===== config.mk =====
export PLATFORM = sky130hd
export DESIGN_NAME = sprite_plotter
export DESIGN_NICKNAME = d
export VERILOG_FILES = /design/src/rtl/sprite_plotter.sv
export SDC_FILE = /design/constraint.sdc
export NUM_CORES = 1
export LEC_CHECK = 0
export BUFFER_PORTS_ARGS = -buffer_cell sky130_fd_sc_hd__buf_4
export CAP_MARGIN = 20
export CORE_MARGIN = 5
export CORE_UTILIZATION = 50
export DETAILED_ROUTE_END_ITERATION = 8
export GPL_TIMING_DRIVEN = 0
export PLACE_DENSITY = 0.71
export SYNTH_ARGS = -nofsm -noshare
export SYNTH_HDL_FRONTEND = slang
export SYNTH_SLANG_ARGS = --single-unit

===== constraint.sdc =====
create_clock -name CLOCK_50 -period 8.05 [get_ports CLOCK_50]
set_input_delay 1.61 -clock CLOCK_50 [delete_from_list [all_inputs] [get_ports CLOCK_50]]
set_output_delay 1.61 -clock CLOCK_50 [all_outputs]
set_load 0.05 [all_outputs]

===== src/rtl/sprite_plotter.sv =====
// sprite_plotter: erases the previous positions of up to NUM_SPR fixed-size
// sprites and redraws them at freshly latched positions, emitting one pixel
// per clock to a VGA-adapter style write port (x, y, colour, plot).
//
// Ports:
//   CLOCK_50           sole clock, rising edge
//   resetn             asynchronous active-low reset
//   start              request one frame update (sampled only when idle)
//   spr_x/spr_y        packed per-sprite top-left coordinates (8/7 bits each)
//   spr_col / spr_en   packed per-sprite colour (3 bits) and enable
//   x, y, colour, plot registered pixel write port
//   busy               high from LATCH through DONE
//   done               one-cycle pulse after the update completes
//   collide            sprite-0 overlap flags
//
// Optional feature: define SPR_COLLIDE_EN to build the overlap comparators;
// otherwise collide is tied to zero.
module sprite_plotter #(
    parameter int unsigned NUM_SPR   = 2,
    parameter int unsigned SPR_W     = 4,
    parameter int unsigned SPR_H     = 4,
    parameter logic [2:0]  BG_COLOUR = 3'b000
) (
    input  logic                   CLOCK_50,
    input  logic                   resetn,
    input  logic                   start,
    input  logic [NUM_SPR*8-1:0]   spr_x,
    input  logic [NUM_SPR*7-1:0]   spr_y,
    input  logic [NUM_SPR*3-1:0]   spr_col,
    input  logic [NUM_SPR-1:0]     spr_en,
    output logic [7:0]             x,
    output logic [6:0]             y,
    output logic [2:0]             colour,
    output logic                   plot,
    output logic                   busy,
    output logic                   done,
    output logic [NUM_SPR-1:0]     collide
);

    localparam int unsigned IDX_W = (NUM_SPR > 1) ? $clog2(NUM_SPR) : 1;
    localparam int unsigned CX_W  = (SPR_W > 1) ? $clog2(SPR_W) : 1;
    localparam int unsigned CY_W  = (SPR_H > 1) ? $clog2(SPR_H) : 1;

    typedef enum logic [2:0] {S_IDLE, S_LATCH, S_ERASE, S_DRAW, S_DONE} state_t;

    state_t                 state;
    logic [IDX_W-1:0]       idx;
    logic [CX_W-1:0]        cx;
    logic [CY_W-1:0]        cy;
    logic [NUM_SPR*8-1:0]   snap_x, prev_x;
    logic [NUM_SPR*7-1:0]   snap_y, prev_y;
    logic [NUM_SPR*3-1:0]   snap_col;
    logic [NUM_SPR-1:0]     snap_en, prev_en;

    logic [7:0]             sel_x;
    logic [6:0]             sel_y;
    logic [2:0]             sel_col;
    logic [8:0]             sum_x;
    logic [7:0]             sum_y;
    logic                   pix_ok;
    logic                   last_col, last_row;
    logic [IDX_W:0]         first_prev, first_snap, nxt_prev, nxt_snap;

    // Lowest set bit of m at index >= lo, returned as {found, index}.
    function automatic logic [IDX_W:0] find_from(input logic [NUM_SPR-1:0] m, input int lo);
        logic [IDX_W:0] r;
        r = '0;
        for (int i = NUM_SPR - 1; i >= 0; i--) begin
            if (m[i] && (i >= lo)) r = {1'b1, IDX_W'(i)};
        end
        return r;
    endfunction

    // Current pixel: ERASE reads the previous-position store, DRAW the snapshot.
    always_comb begin
        sel_x   = '0;
        sel_y   = '0;
        sel_col = BG_COLOUR;
        for (int i = 0; i < NUM_SPR; i++) begin
            if (idx == IDX_W'(i)) begin
                if (state == S_ERASE) begin
                    sel_x = prev_x[8*i +: 8];
                    sel_y = prev_y[7*i +: 7];
                end else begin
                    sel_x   = snap_x[8*i +: 8];
                    sel_y   = snap_y[7*i +: 7];
                    sel_col = snap_col[3*i +: 3];
                end
            end
        end
        // Widened sums so a carry out of the coordinate is clipped, not wrapped.
        sum_x      = 9'(sel_x) + 9'(cx);
        sum_y      = 8'(sel_y) + 8'(cy);
        pix_ok     = (sum_x <= 9'd159) && (sum_y <= 8'd119);
        last_col   = (cx == CX_W'(SPR_W - 1));
        last_row   = (cy == CY_W'(SPR_H - 1));
        first_prev = find_from(prev_en, 0);
        first_snap = find_from(snap_en, 0);
        nxt_prev   = find_from(prev_en, int'(idx) + 1);
        nxt_snap   = find_from(snap_en, int'(idx) + 1);
    end

    // Update sequencer with registered pixel port and status outputs.
    always_ff @(posedge CLOCK_50 or negedge resetn) begin
        if (!resetn) begin
            state    <= S_IDLE;
            idx      <= '0;
            cx       <= '0;
            cy       <= '0;
            snap_x   <= '0;
            snap_y   <= '0;
            snap_col <= '0;
            snap_en  <= '0;
            prev_x   <= '0;
            prev_y   <= '0;
            prev_en  <= '0;
            x        <= '0;
            y        <= '0;
            colour   <= '0;
            plot     <= 1'b0;
            busy     <= 1'b0;
            done     <= 1'b0;
        end else begin
            plot <= 1'b0;
            done <= 1'b0;
            case (state)
                S_IDLE: begin
                    if (start) begin
                        snap_x   <= spr_x;
                        snap_y   <= spr_y;
                        snap_col <= spr_col;
                        snap_en  <= spr_en;
                        busy     <= 1'b1;
                        state    <= S_LATCH;
                    end
                end
                S_LATCH: begin
                    cx <= '0;
                    cy <= '0;
                    if (first_prev[IDX_W]) begin
                        idx   <= first_prev[IDX_W-1:0];
                        state <= S_ERASE;
                    end else if (first_snap[IDX_W]) begin
                        idx   <= first_snap[IDX_W-1:0];
                        state <= S_DRAW;
                    end else begin
                        state <= S_DONE;
                    end
                end
                S_ERASE, S_DRAW: begin
                    x      <= sum_x[7:0];
                    y      <= sum_y[6:0];
                    colour <= sel_col;
                    plot   <= pix_ok;
                    if (!last_col) begin
                        cx <= cx + 1'b1;
                    end else begin
                        cx <= '0;
                        if (!last_row) begin
                            cy <= cy + 1'b1;
                        end else begin
                            cy <= '0;
                            // Sprite finished: hop to the next enabled one or next phase.
                            if (state == S_ERASE) begin
                                if (nxt_prev[IDX_W]) begin
                                    idx <= nxt_prev[IDX_W-1:0];
                                end else if (first_snap[IDX_W]) begin
                                    idx   <= first_snap[IDX_W-1:0];
                                    state <= S_DRAW;
                                end else begin
                                    state <= S_DONE;
                                end
                            end else begin
                                if (nxt_snap[IDX_W]) idx <= nxt_snap[IDX_W-1:0];
                                else                 state <= S_DONE;
                            end
                        end
                    end
                end
                S_DONE: begin
                    prev_x  <= snap_x;
                    prev_y  <= snap_y;
                    prev_en <= snap_en;
                    done    <= 1'b1;
                    busy    <= 1'b0;
                    state   <= S_IDLE;
                end
                default: state <= S_IDLE;
            endcase
        end
    end

`ifdef SPR_COLLIDE_EN
    logic [NUM_SPR-1:0] coll_c;

    // Box overlap of sprite 0 against each other enabled sprite.
    always_comb begin
        coll_c = '0;
        for (int i = 1; i < NUM_SPR; i++) begin
            coll_c[i] = snap_en[0] && snap_en[i]
                && (9'(snap_x[7:0]) < 9'(snap_x[8*i +: 8]) + 9'(SPR_W))
                && (9'(snap_x[8*i +: 8]) < 9'(snap_x[7:0]) + 9'(SPR_W))
                && (8'(snap_y[6:0]) < 8'(snap_y[7*i +: 7]) + 8'(SPR_H))
                && (8'(snap_y[7*i +: 7]) < 8'(snap_y[6:0]) + 8'(SPR_H));
            coll_c[0] = coll_c[0] | coll_c[i];
        end
    end

    // Flags refresh only in LATCH and hold across the rest of the update.
    always_ff @(posedge CLOCK_50 or negedge resetn) begin
        if (!resetn)                collide <= '0;
        else if (state == S_LATCH)  collide <= coll_c;
    end
`else
    assign collide = '0;
`endif

endmodule


==> Implementation_results.wiki, run 1 <==
{| class="wikitable"
! Metric !! Value
|-
| Status || finished clean
|-
| Power, Total || ~2.5 mW
|-
| CTS tree || yes
|-
| Detailed-route via count || 3122
|-
| Post-route ant nets || 0
|-
| Worst ir drop on vdd || 0.000164 V
|-
| Post-Syn Instances || roughly 370
|-
| Transition at the pin with the smallest max-transition slack || 0.836 ns
|-
| Total global routing track utilization || 18.5%
|-
| Core box area || between 9000 and 10000 sq um
|-
| Maximum buffer depth of the clock tree || 2
|-
| Area of the die || 11600 sq um
|-
| Relative slew margins || between 40% and 50%
|-
| Drt first pass iters || 5
|-
| Clock latency on the worst-skew pair || 0.36 ns
|-
| Hold Fails Final Rpt || 0
|-
| Wire length of the first global-routing pass || 16700 microns
|-
| Pin count of the biggest net entering global routing || 59
|-
| Routed via count divided by cell count || roughly 5.4
|-
| Number of hold-repair buffers added at the cts stage || 0
|-
| Critical path data required time || 8.28 ns
|-
| Yosys warning total || 0
|-
| Final antenna diode count || 0
|-
| Cell area after synthesis || 4770 sq um
|-
| Metal2 WL || between 4000 and 5000 microns
|-
| Setup repair after global routing missed its margin || no
|-
| Number of DRC markers in iteration 0 || around 160
|-
| Inserted Clock Buffers || 9
|-
| Wire length the detailed router placed on met1 || 4570 microns
|-
| Distinct cells, synth || between 40 and 50
|-
| Maximum Capacitance Violations || 0
|-
| Final HPWL from detailed placement || 7180 microns
|-
| Kind of launch point of the worst setup path || flop
|-
| Placement Setup Slack || 4.65 ns
|-
| Worst min-delay path class || flop to flop
|-
| Number of design rule violations left after detail routing || 0
|-
| Io pins || 64
|-
| Synth-to-Final Area Change || 17.7%
|-
| Cell type contributing the most total cell area after synthesis || sky130_fd_sc_hd__dfrtp_1
|-
| Pins over their slew limit || 0
|-
| Number of global-route vias before repair || 3224
|-
| H-tree lvl count || 3
|-
| Launch point of the critical path || idx
|-
| Uppermost layer routed || met4
|-
| Wire length on met3 || ~420 microns
|-
| Number of endpoints failing setup at the final stage || 0
|-
| Overflow left after global routing || 0
|-
| Upper clock frequency limit || 294 MHz
|-
| Library cell used as clock root buffer || sky130_fd_sc_hd__clkbuf_8
|-
| Worst-case clock skew || 0.0169 ns
|-
| Post-route setup TNS || 0 ns
|-
| Number of antenna violations at the first check in global routing || 0
|-
| Worst min-delay path startpoint || busy
|-
| Post-CTS Setup Inserts || 0
|-
| Initial cell density of the core || 51.4%
|-
| Clock-pin slew reported for the worst setup and hold paths after clock tree synthesis || roughly 0.090 ns
|-
| Design area || 5620 sq um
|-
| Post-synth top flop || sky130_fd_sc_hd__dfrtp_1
|-
| Routability Congestion || 0.807
|-
| Pleak || around 2.5 nW
|-
| Critical path class || flop to flop
|-
| DP Area || about 5400 sq um
|-
| NumNets Final || 489
|-
| Dominant cells by area after synthesis || sky130_fd_sc_hd__dfrtp_1 (52%), sky130_fd_sc_hd__mux2_2 (17%), sky130_fd_sc_hd__mux4_2 (5.7%)
|-
| Crit end category || flop
|-
| Worst hold margin || 0.484 ns
|-
| Arrival time reported for the critical path endpoint || 3.63 ns
|-
| Chip Height || between 100 and 150 microns
|-
| Power density over the cells || around 450 nW/um^2
|-
| Post-route fraction of the period consumed by the critical path || 42.3%
|-
| R2R Path Start || idx
|-
| Area share of the leading cell type in the synthesized netlist || 51.9%
|-
| Minimum period implied by the final worst setup slack || roughly 3.4 ns
|-
| Worst Reg2Reg Path Length in Cells || 10
|-
| Share of cells above drive strength 1 || between 30 and 40%
|-
| Wire length after detailed routing || approximately 10000 microns
|-
| Horizontal die dimension || 108 microns
|-
| Part of the Yosys area used for sequential elements || 51.9%
|-
| EDFF count, synth || 0
|-
| # clock sinks || 99
|-
| Per-cell routed wire length || 17.2 microns
|-
| Number of cells on the worst hold path || 1
|-
| Average cell area after synthesis || 13.0 sq um
|-
| Post-cts resize count || 0
|-
| Total of flip-flops plus latches after synthesis || around 100
|-
| Final setup margin || 4.65 ns
|-
| Rows || 35
|-
| Count of port buffers added during placement || 61
|-
| Proportion of synthesized flip-flops having asynchronous set or reset || between 90% and 100%
|-
| Worst Path Max Fanout || 10
|}
layout by cell type, fill, tap and decap left out, types with 2 or more instances in the layout:
master                     Yosys  routed
sky130_fd_sc_hd__buf_4         3      64
sky130_fd_sc_hd__xor2_1        9       9
sky130_fd_sc_hd__buf_6         3       3
sky130_fd_sc_hd__ha_1          6       6
sky130_fd_sc_hd__nand2_1      39      39
sky130_fd_sc_hd__nand3_1       5       5
sky130_fd_sc_hd__o21ai_0      25      25
sky130_fd_sc_hd__inv_1         7       7
sky130_fd_sc_hd__nand4b_1      4       4
sky130_fd_sc_hd__a21o_1        3       3
sky130_fd_sc_hd__a22o_1        4       4
sky130_fd_sc_hd__dfrtp_1      99      99
sky130_fd_sc_hd__nor2b_1       4       4
sky130_fd_sc_hd__nor4b_1       2       2
sky130_fd_sc_hd__buf_2         4       4
sky130_fd_sc_hd__mux4_1        4       4
sky130_fd_sc_hd__conb_1        1       2
sky130_fd_sc_hd__mux4_2       12      12
sky130_fd_sc_hd__mux2_2       70      70
sky130_fd_sc_hd__nor2_1       11      11
sky130_fd_sc_hd__clkbuf_1      9      10
sky130_fd_sc_hd__nand3b_1      3       3
sky130_fd_sc_hd__xnor2_1       3       3
sky130_fd_sc_hd__a21oi_1       4       4
sky130_fd_sc_hd__fa_1          2       2
sky130_fd_sc_hd__nand4_1       2       2
sky130_fd_sc_hd__o21a_1        4       4
sky130_fd_sc_hd__clkbuf_8      0      10
sky130_fd_sc_hd__mux2i_1       4       4
sky130_fd_sc_hd__o211ai_1      3       3
registers in the layout (all words and copies together), names as in the netlist:
name,count
prev_x,16
snap_x,16
prev_y,14
snap_y,14
x,8
y,7
snap_col,6
colour,3
state,3
cx,2
cy,2
prev_en,2
snap_en,2
busy,1
done,1
idx,1
plot,1
logic make-up after synthesis:
kind of cell | share of synthesized area [%]
other cells | 0.0786
flops | 51.9
buf+inv | 2.94
compound gates | 6.95
simple gates | 8.29
fa+ha+maj | 2.41
xor+xnor | 2.20
mux | 25.2
worst paths after layout:
check,to,slack (ns)
min in group asynchronous,snap_y[9],1.30
worst max-delay path,plot,4.65
max in group asynchronous,prev_x[10],6.09
worst min register to register,busy,0.48
worst min-delay path,busy,0.48
worst max register to register,plot,4.65
critical path, stage by stage, from the launching register on:
cell                        delay, ns
sky130_fd_sc_hd__dfrtp_1         0.49
sky130_fd_sc_hd__buf_6           0.20
sky130_fd_sc_hd__buf_4           0.23
sky130_fd_sc_hd__buf_2           0.33
sky130_fd_sc_hd__mux4_2          0.55
sky130_fd_sc_hd__ha_1            0.23
sky130_fd_sc_hd__fa_1            0.50
sky130_fd_sc_hd__o211ai_1        0.13
sky130_fd_sc_hd__a21boi_0        0.10
sky130_fd_sc_hd__o21a_1          0.19
sky130_fd_sc_hd__a2111oi_2       0.33
power by group:
group          total (mW)  internal (mW)  switching (mW)
registers           0.923          0.741           0.182
logic                1.26          0.588           0.668
clock network       0.326          0.154           0.172
Yosys cell counts (all sizes together), types with 2 or more instances:
cell and number:
a21o 3, nand3b 3, nand4 2, xor2 9
a21oi 4, fa 2, o21ai 25, nor4b 2
nor2 11, nand4b 4, mux4 16, nor2b 4
buf 11, o21a 4, mux2i 4, o211ai 3
ha 6, inv 7, mux2 70, a22o 4
nand3 5, xnor2 3, nand2 39, dfrtp 99
clkbuf 9
metrics by stage:
step	util [%]	std cells
after floorplan	-	367
after global placement	58.1	557
after detailed placement	58.3	558
after CTS	60.5	574
after global routing	60.5	574
final	60.5	574
layout make-up:
type	instances	area [sq um]
Inverter	7	26.3
Clock inverter	5	60.1
Multi-Input combinational cell	241	2160
Tap cell	129	161
Sequential cell	99	2480
Clock buffer	11	141
Buffer	20	114
Timing Repair Buffer	62	478
Fill cell	813	3670
layer usage:
| metal | up-vias | track usage, % |
|---|---|---|
| met5 | - | 0 |
| met4 | 0 | 4.33 |
| met3 | 5 | 3.12 |
| met2 | 66 | 30.1 |
| met1 | 1582 | 26.1 |
| li1 | 1469 | - |
(Power assumes the default switching activity.)
==> inputs of run 2 (changes only) <==
clock period = 3.3 ns   (was 8.05 ns; I/O delays follow)
==> run 2 against run 1 <==
- global-route usage fell by 0.12 points
- final area rose by 0.36%
- sequential power rose by 140%
- largest cell class unchanged
- highest routed layer unchanged
==> Implementation_results.wiki, run 2 (same netlist as run 1, synthesis figures left out) <==
{| class="wikitable"
! Metric !! Value
|-
| Number of endpoints failing setup at the final stage || 0 (unchanged)
|-
| Post-route ant nets || 0 (unchanged)
|-
| Pleak || 2.49 nW (+0.12%)
|-
| Wire length of the first global-routing pass || 16600 microns (-0.58%)
|-
| Post-route setup TNS || 0 ns (unchanged)
|-
| Number of global-route vias before repair || 3237 (+0.40%)
|-
| Arrival time reported for the critical path endpoint || 3.36 ns (-0.27 ns)
|-
| Post-route fraction of the period consumed by the critical path || 94.2% (+52 points)
|-
| Number of placed instances, taps included || 558 (unchanged)
|-
| NumNets Final || 489 (unchanged)
|-
| Worst min-delay path class || input pin to asynchronous set/reset pin
|-
| Most common library cell in the layout ignoring fill and taps || sky130_fd_sc_hd__dfrtp_1
|-
| Total global routing track utilization || 18.4% (-0.12 points)
|-
| Combinational share of power || 50.4% (+0.2 points)
|-
| Clock-pin slew reported for the worst setup and hold paths after clock tree synthesis || 0.09 ns (about the same)
|-
| Number of non-filler instances in the completed layout || 574 (unchanged)
|-
| Power density over the cells || 1090 nW/um^2 (+140%)
|-
| Worst Path Max Fanout || 19 (+9)
|-
| Pins over their slew limit || 0 (unchanged)
|-
| # clock sinks || 99 (unchanged)
|-
| Sw Share || 40.9% (+0.068 points)
|-
| Detailed-route via count || 3153 (+0.99%)
|-
| Horizontal die dimension || 108 microns (unchanged)
|-
| Routability Congestion || 0.807 (unchanged)
|-
| Wire length after detailed routing || 9870 microns (+0.16%)
|-
| Number of DRC markers in iteration 0 || 138 (-11%)
|-
| Part of the power in registers || 36.7% (about the same)
|-
| Worst ir drop on vdd || 0.000398 V (+140%)
|-
| Library cell used as clock root buffer || sky130_fd_sc_hd__clkbuf_8
|-
| Core box area || 9280 sq um (unchanged)
|-
| Worst-case clock skew || 0.0170 ns (+0.0000351 ns)
|-
| Clock latency on the worst-skew pair || 0.36 ns (about the same)
|-
| Critical path class || flop to flop
|-
| Buffers and inverters on the worst path || 2 (-1)
|-
| Internal power summed over all cells || 3.64 mW (+150%)
|-
| Rows || 35 (unchanged)
|-
| Net switching power of the design || 2.51 mW (+150%)
|-
| Area of the die || 11600 sq um (unchanged)
|-
| Critical path data required time || 3.55 ns (-4.73 ns)
|-
| Clock network power share || 12.9% (about the same)
|-
| Drt first pass iters || 4 (-1)
|-
| Synth-to-Final Area Change || 18.1%
|-
| Chip Height || 108 microns (unchanged)
|-
| R2R setup slack || 0.19 ns (-4.46 ns)
|-
| CTS tree || yes
|-
| Minimum period implied by the final worst setup slack || 3.11 ns (-0.292 ns)
|-
| Routed via count divided by cell count || 5.49 (+0.99%)
|-
| Number of antenna violations at the first check in global routing || 0 (unchanged)
|-
| Upper clock frequency limit || 322 MHz (+9.4%)
|-
| Final antenna diode count || 0 (unchanged)
|-
| CP max stage cell || sky130_fd_sc_hd__mux4_2
|-
| Relative slew margins || 44.2% (-0.089 points)
|-
| Inserted Clock Buffers || 9 (unchanged)
|-
| Combined area of the multi-input logic cells || 2170 sq um (+0.75%)
|-
| Highest-count cells in the layout ignoring fill and taps || sky130_fd_sc_hd__dfrtp_1 (98), sky130_fd_sc_hd__mux2_2 (70), sky130_fd_sc_hd__buf_4 (65), sky130_fd_sc_hd__nand2_1 (39), sky130_fd_sc_hd__o21ai_0 (25)
|-
| Critical Path Max Stage Delay || 0.55 ns (about the same)
|-
| Kind of launch point of the worst setup path || flop
|-
| Storage element area || 2480 sq um (about the same)
|-
| Hold Fails Final Rpt || 0 (unchanged)
|-
| Crit end category || flop
|-
| Fill cell total of the finished layout || 810 (-0.37%)
|-
| Share of cells above drive strength 1 || 39.6% (+0.45 points)
|-
| Maximum Capacitance Violations || 0 (unchanged)
|-
| Per-cell routed wire length || 17.2 microns (+0.16%)
|-
| Overflow left after global routing || 0 (unchanged)
|-
| Count of port buffers added during placement || 61 (unchanged)
|-
| Maximum buffer depth of the clock tree || 2 (unchanged)
|-
| Kind of cell with the highest combined delay on the critical path || adder cells
|-
| Io pins || 64 (unchanged)
|-
| Initial cell density of the core || 51.4% (unchanged)
|-
| Number of design rule violations left after detail routing || 0 (unchanged)
|-
| Pin count of the biggest net entering global routing || 59 (unchanged)
|-
| Final HPWL from detailed placement || 7180 microns (unchanged)
|-
| Worst hold margin || 0.347 ns (-0.137 ns)
|-
| Largest registers || prev_x (16), snap_x (16)
|-
| Status || finished clean
|-
| H-tree lvl count || 3 (unchanged)
|-
| Transition at the pin with the smallest max-transition slack || 0.837 ns (+0.00133 ns)
|-
| Crit-path cells || buf_6 > buf_4 > mux4_2 > ha_1 > fa_1 > o211ai_1 > a21boi_0 > o21a_1 > a2111oi_4
|}
[run 2: final timing paths]
path                            startpoint          to  cells past startpoint
min in group CLOCK_50                 busy        busy                      1
worst max register to register         idx        plot                      9
worst min register to register        busy        busy                      1
max in group asynchronous           resetn  prev_x[10]                      2
worst max-delay path                   idx        plot                      9
worst min-delay path                resetn   snap_y[9]                      1
[run 2: cell type report]
type | instances | area share [%]
Sequential cell | 99 | 44.0
Multi-Input combinational cell | 241 | 38.6
Timing Repair Buffer | 63 | 8.61
Tap cell | 129 | 2.86
Clock buffer | 11 | 2.51
Buffer | 19 | 1.93
Clock inverter | 5 | 1.07
Inverter | 7 | 0.466
[run 2: per-stage QoR]
| step | power (mW) | setup WS, ns | util, % | cell area [sq um] |
|---|---|---|---|---|
| floorplan | 4.50 | 0.410 | - | 4780 |
| global placement | 5.26 | -0.134 | 58.1 | 5400 |
| detailed placement | 5.34 | -0.0985 | 58.3 | 5420 |
| CTS | 6.15 | 0.0365 | 60.5 | 5620 |
| global route | 6.62 | -0.00609 | 60.7 | 5640 |
| finish | 6.15 | 0.191 | 60.7 | 5640 |
[run 2: metal layers]
layer	part of all wire, %	vias up	track usage, %
li1	-	1469	-
met1	45	1598	25.6
met2	49	78	29.8
met3	5.2	8	3.18
met4	1.2	0	5.14
met5	0	-	0
[run 2: power by group through the flow]
stage / Sequential, mW / Clock, mW / Combinational [mW]
after floorplan: 2.51 / 0 / 2.00
after global placement: 2.24 / 0 / 3.01
after detailed placement: 2.27 / 0 / 3.07
after CTS: 2.25 / 0.813 / 3.09
after global routing: 2.34 / 0.869 / 3.41
final: 2.26 / 0.794 / 3.10
[run 2: what timing repair did]
action,in CTS,in global routing
hold buffers,0,0
endpoints found under the setup margin,1,1
setup buffers,1,0
cloned,0,0
pin swaps,0,2
gates resized for setup,0,3
==> inputs of run 3 (changes only) <==
CORE_MARGIN = default   (was 5)
==> run 3 against run 2 <==
- non-clock buffer count decreased by 1
- first-iteration DRC count up 3.6%
- count of clock-buffer cells in the layout grew 1
- sequential cell count is the same
- routed wire length shrank 1.7%
- clock power up 5.3%
- sequential share of layout area down 0.078 points
- total power grew 0.60%
- maximum frequency shrank 1.0%
==> Implementation_results.wiki, run 3 (same netlist as run 1, synthesis figures left out) <==
{| class="wikitable"
! Metric !! Value
|-
| Horizontal die dimension || 99.7 microns (-7.4%)
|-
| Final antenna diode count || 0 (unchanged)
|-
| M1 GR Usage || 29.4% (+3.8 points)
|-
| Upper clock frequency limit || 318 MHz (-1.0%)
|-
| Relative slew margins || 48.3% (+4.1 points)
|-
| Number of DRC markers in iteration 0 || 143 (+3.6%)
|-
| Number of global-route vias before repair || 3206 (-0.96%)
|-
| Post-route fraction of the period consumed by the critical path || 95.2% (+0.95 points)
|-
| Crit-path cells || nor3b_4 > buf_6 > buf_6 > mux4_1 > ha_1 > inv_1 > fa_2 > nand4b_1 > xor2_1 > a21oi_1 > a2111oi_2
|-
| NumNets Final || 488 (-0.20%)
|-
| Initial cell density of the core || 51.6% (+0.24 points)
|-
| R2R setup slack || 0.16 ns (-0.03 ns)
|-
| H-tree lvl count || 3 (unchanged)
|-
| Worst-case clock skew || 0.0137 ns (-0.00326 ns)
|-
| Final setup margin || 0.159 ns (-0.0315 ns)
|-
| Drt first pass iters || 4 (unchanged)
|-
| Arrival time reported for the critical path endpoint || 3.36 ns (about the same)
|-
| Most congested layer reported by global routing || met2
|-
| Per-cell routed wire length || 16.9 microns (-1.5%)
|-
| Kind of cell with the highest combined delay on the critical path || multiplexers
|-
| Chip Height || 99.7 microns (-7.4%)
|-
| Maximum buffer depth of the clock tree || 2 (unchanged)
|-
| Pins over their slew limit || 0 (unchanged)
|-
| Most numerous cell on the critical path || sky130_fd_sc_hd__buf_6
|-
| Number of antenna violations at the first check in global routing || 0 (unchanged)
|-
| CP max stage cell || sky130_fd_sc_hd__mux4_1
|-
| Number of gates on the worst path with buffers counted || 11 (+2)
|-
| Detailed-route via count || 3145 (-0.25%)
|-
| Rows || 35 (unchanged)
|-
| Core box area || 9240 sq um (-0.47%)
|-
| Power density over the cells || 1100 nW/um^2 (+0.42%)
|-
| R2R Path Start || state[1]
|-
| Placement Setup Slack || -0.0940 ns (+0.00446 ns)
|-
| Worst Reg2Reg Path Length in Cells || 11 (+2)
|-
| Largest registers || prev_x (16), snap_x (16)
|-
| Setup repair after global routing missed its margin || no
|-
| Pleak || 2.50 nW (+0.41%)
|-
| Count of port buffers added during placement || 61 (unchanged)
|-
| Transition at the pin with the smallest max-transition slack || 0.775 ns (-0.0619 ns)
|-
| # clock sinks || 99 (unchanged)
|-
| Library cell used as clock root buffer || sky130_fd_sc_hd__clkbuf_8
|-
| Minimum period implied by the final worst setup slack || 3.14 ns (+0.0315 ns)
|-
| Most common library cell in the layout ignoring fill and taps || sky130_fd_sc_hd__dfrtp_1
|-
| Status || finished clean
|-
| Fill cell total of the finished layout || 767 (-5.3%)
|-
| Hold Fails Final Rpt || 0 (unchanged)
|-
| Kind of launch point of the worst setup path || flop
|-
| Final HPWL from detailed placement || 7020 microns (-2.1%)
|-
| Clock-pin slew reported for the worst setup and hold paths after clock tree synthesis || 0.10 ns (about the same)
|-
| Wire length after detailed routing || 9710 microns (-1.7%)
|-
| Worst Path Max Fanout || 10 (-9)
|-
| Met2 demand-to-capacity share in global routing || 34.3% (+4.5 points)
|-
| Post-route ant nets || 0 (unchanged)
|-
| Met3 usage in global routing || 4.50% (+1.3 points)
|-
| CTS tree || yes
|-
| Pin count of the biggest net entering global routing || 57 (-3.4%)
|-
| Overflow left after global routing || 0 (unchanged)
|-
| Layout Utilization || 61.1% (+0.40 points)
|-
| Area of the die || 9940 sq um (-14%)
|-
| Highest-count cells in the layout ignoring fill and taps || sky130_fd_sc_hd__dfrtp_1 (98), sky130_fd_sc_hd__mux2_2 (70), sky130_fd_sc_hd__buf_4 (64), sky130_fd_sc_hd__nand2_1 (39), sky130_fd_sc_hd__o21ai_0 (25)
|-
| Number of design rule violations left after detail routing || 0 (unchanged)
|-
| Crit end category || flop
|-
| Critical path class || flop to flop
|-
| Critical path data required time || 3.52 ns (-0.03 ns)
|-
| Clock latency on the worst-skew pair || 0.36 ns (about the same)
|-
| Worst min-delay path class || input pin to asynchronous set/reset pin
|-
| Routability Congestion || 0.831 (+3.0%)
|-
| Number of hold-repair buffers added at the cts stage || 0 (unchanged)
|-
| Critical Path Max Stage Delay || 0.59 ns (+0.04 ns)
|-
| Number of endpoints failing setup at the final stage || 0 (unchanged)
|-
| Routed via count divided by cell count || 5.49 (about the same)
|-
| Synth-to-Final Area Change || 18.3%
|-
| Io pins || 64 (unchanged)
|-
| Buffers and inverters on the worst path || 3 (+1)
|-
| Wire length of the first global-routing pass || 16200 microns (-2.7%)
|-
| Destination of the worst register-to-register timing path || plot
|-
| Share of cells above drive strength 1 || 39.9% (+0.31 points)
|-
| Total global routing track utilization || 21.4% (+3.1 points)
|-
| Worst ir drop on vdd || 0.000466 V (+17%)
|-
| Post-route setup TNS || 0 ns (unchanged)
|-
| Inserted Clock Buffers || 9 (unchanged)
|-
| Maximum Capacitance Violations || 0 (unchanged)
|}
run 3: worst max-delay path by stage:
| stage | startpoint | to |
|---|---|---|
| floorplan | idx | plot |
| global placement | idx | plot |
| detailed placement | idx | plot |
| CTS | state[1] | plot |
| global route | state[1] | plot |
| finish | state[1] | plot |
run 3: layer usage:
layer  share of wire [%]  up-vias
met1                  45     1585
met3                 3.5       17
met2                  49       78
met4                 2.0        0
met5                   0        -
li1                    -     1465
run 3: repair_timing:
| item | in CTS | in global routing |
|---|---|---|
| endpoints found under the setup margin | 1 | 1 |
| buffers inserted | 0 | 1 |
| pin swaps | 0 | 2 |
| resized for setup | 0 | 3 |
run 3: cell type report:
class,instances,area [sq um],area share [%]
tap,129,161,2.86
sequential,99,2480,43.9
inverter,7,26.3,0.465
timing repair buffer,63,493,8.73
clock inverter,4,56.3,0.997
clock buffer,12,165,2.92
multi-input combinational,241,2160,38.3
buffer,18,101,1.79
run 3: report_power, final:
part           internal (mW)  total, mW  switching (mW)
sequential              1.81       2.26           0.450
clock                  0.419      0.836           0.418
combinational           1.45       3.09            1.65
run 3: through the flow:
stage	cells	area, sq um	total power [mW]	hold slack (ns)
global placement	557	5400	5.25	0.464
CTS	573	5640	6.20	0.295
finish	573	5650	6.19	0.284
floorplan	367	4780	4.50	0.364
detailed placement	558	5420	5.36	0.471
global route	573	5650	6.62	0.307
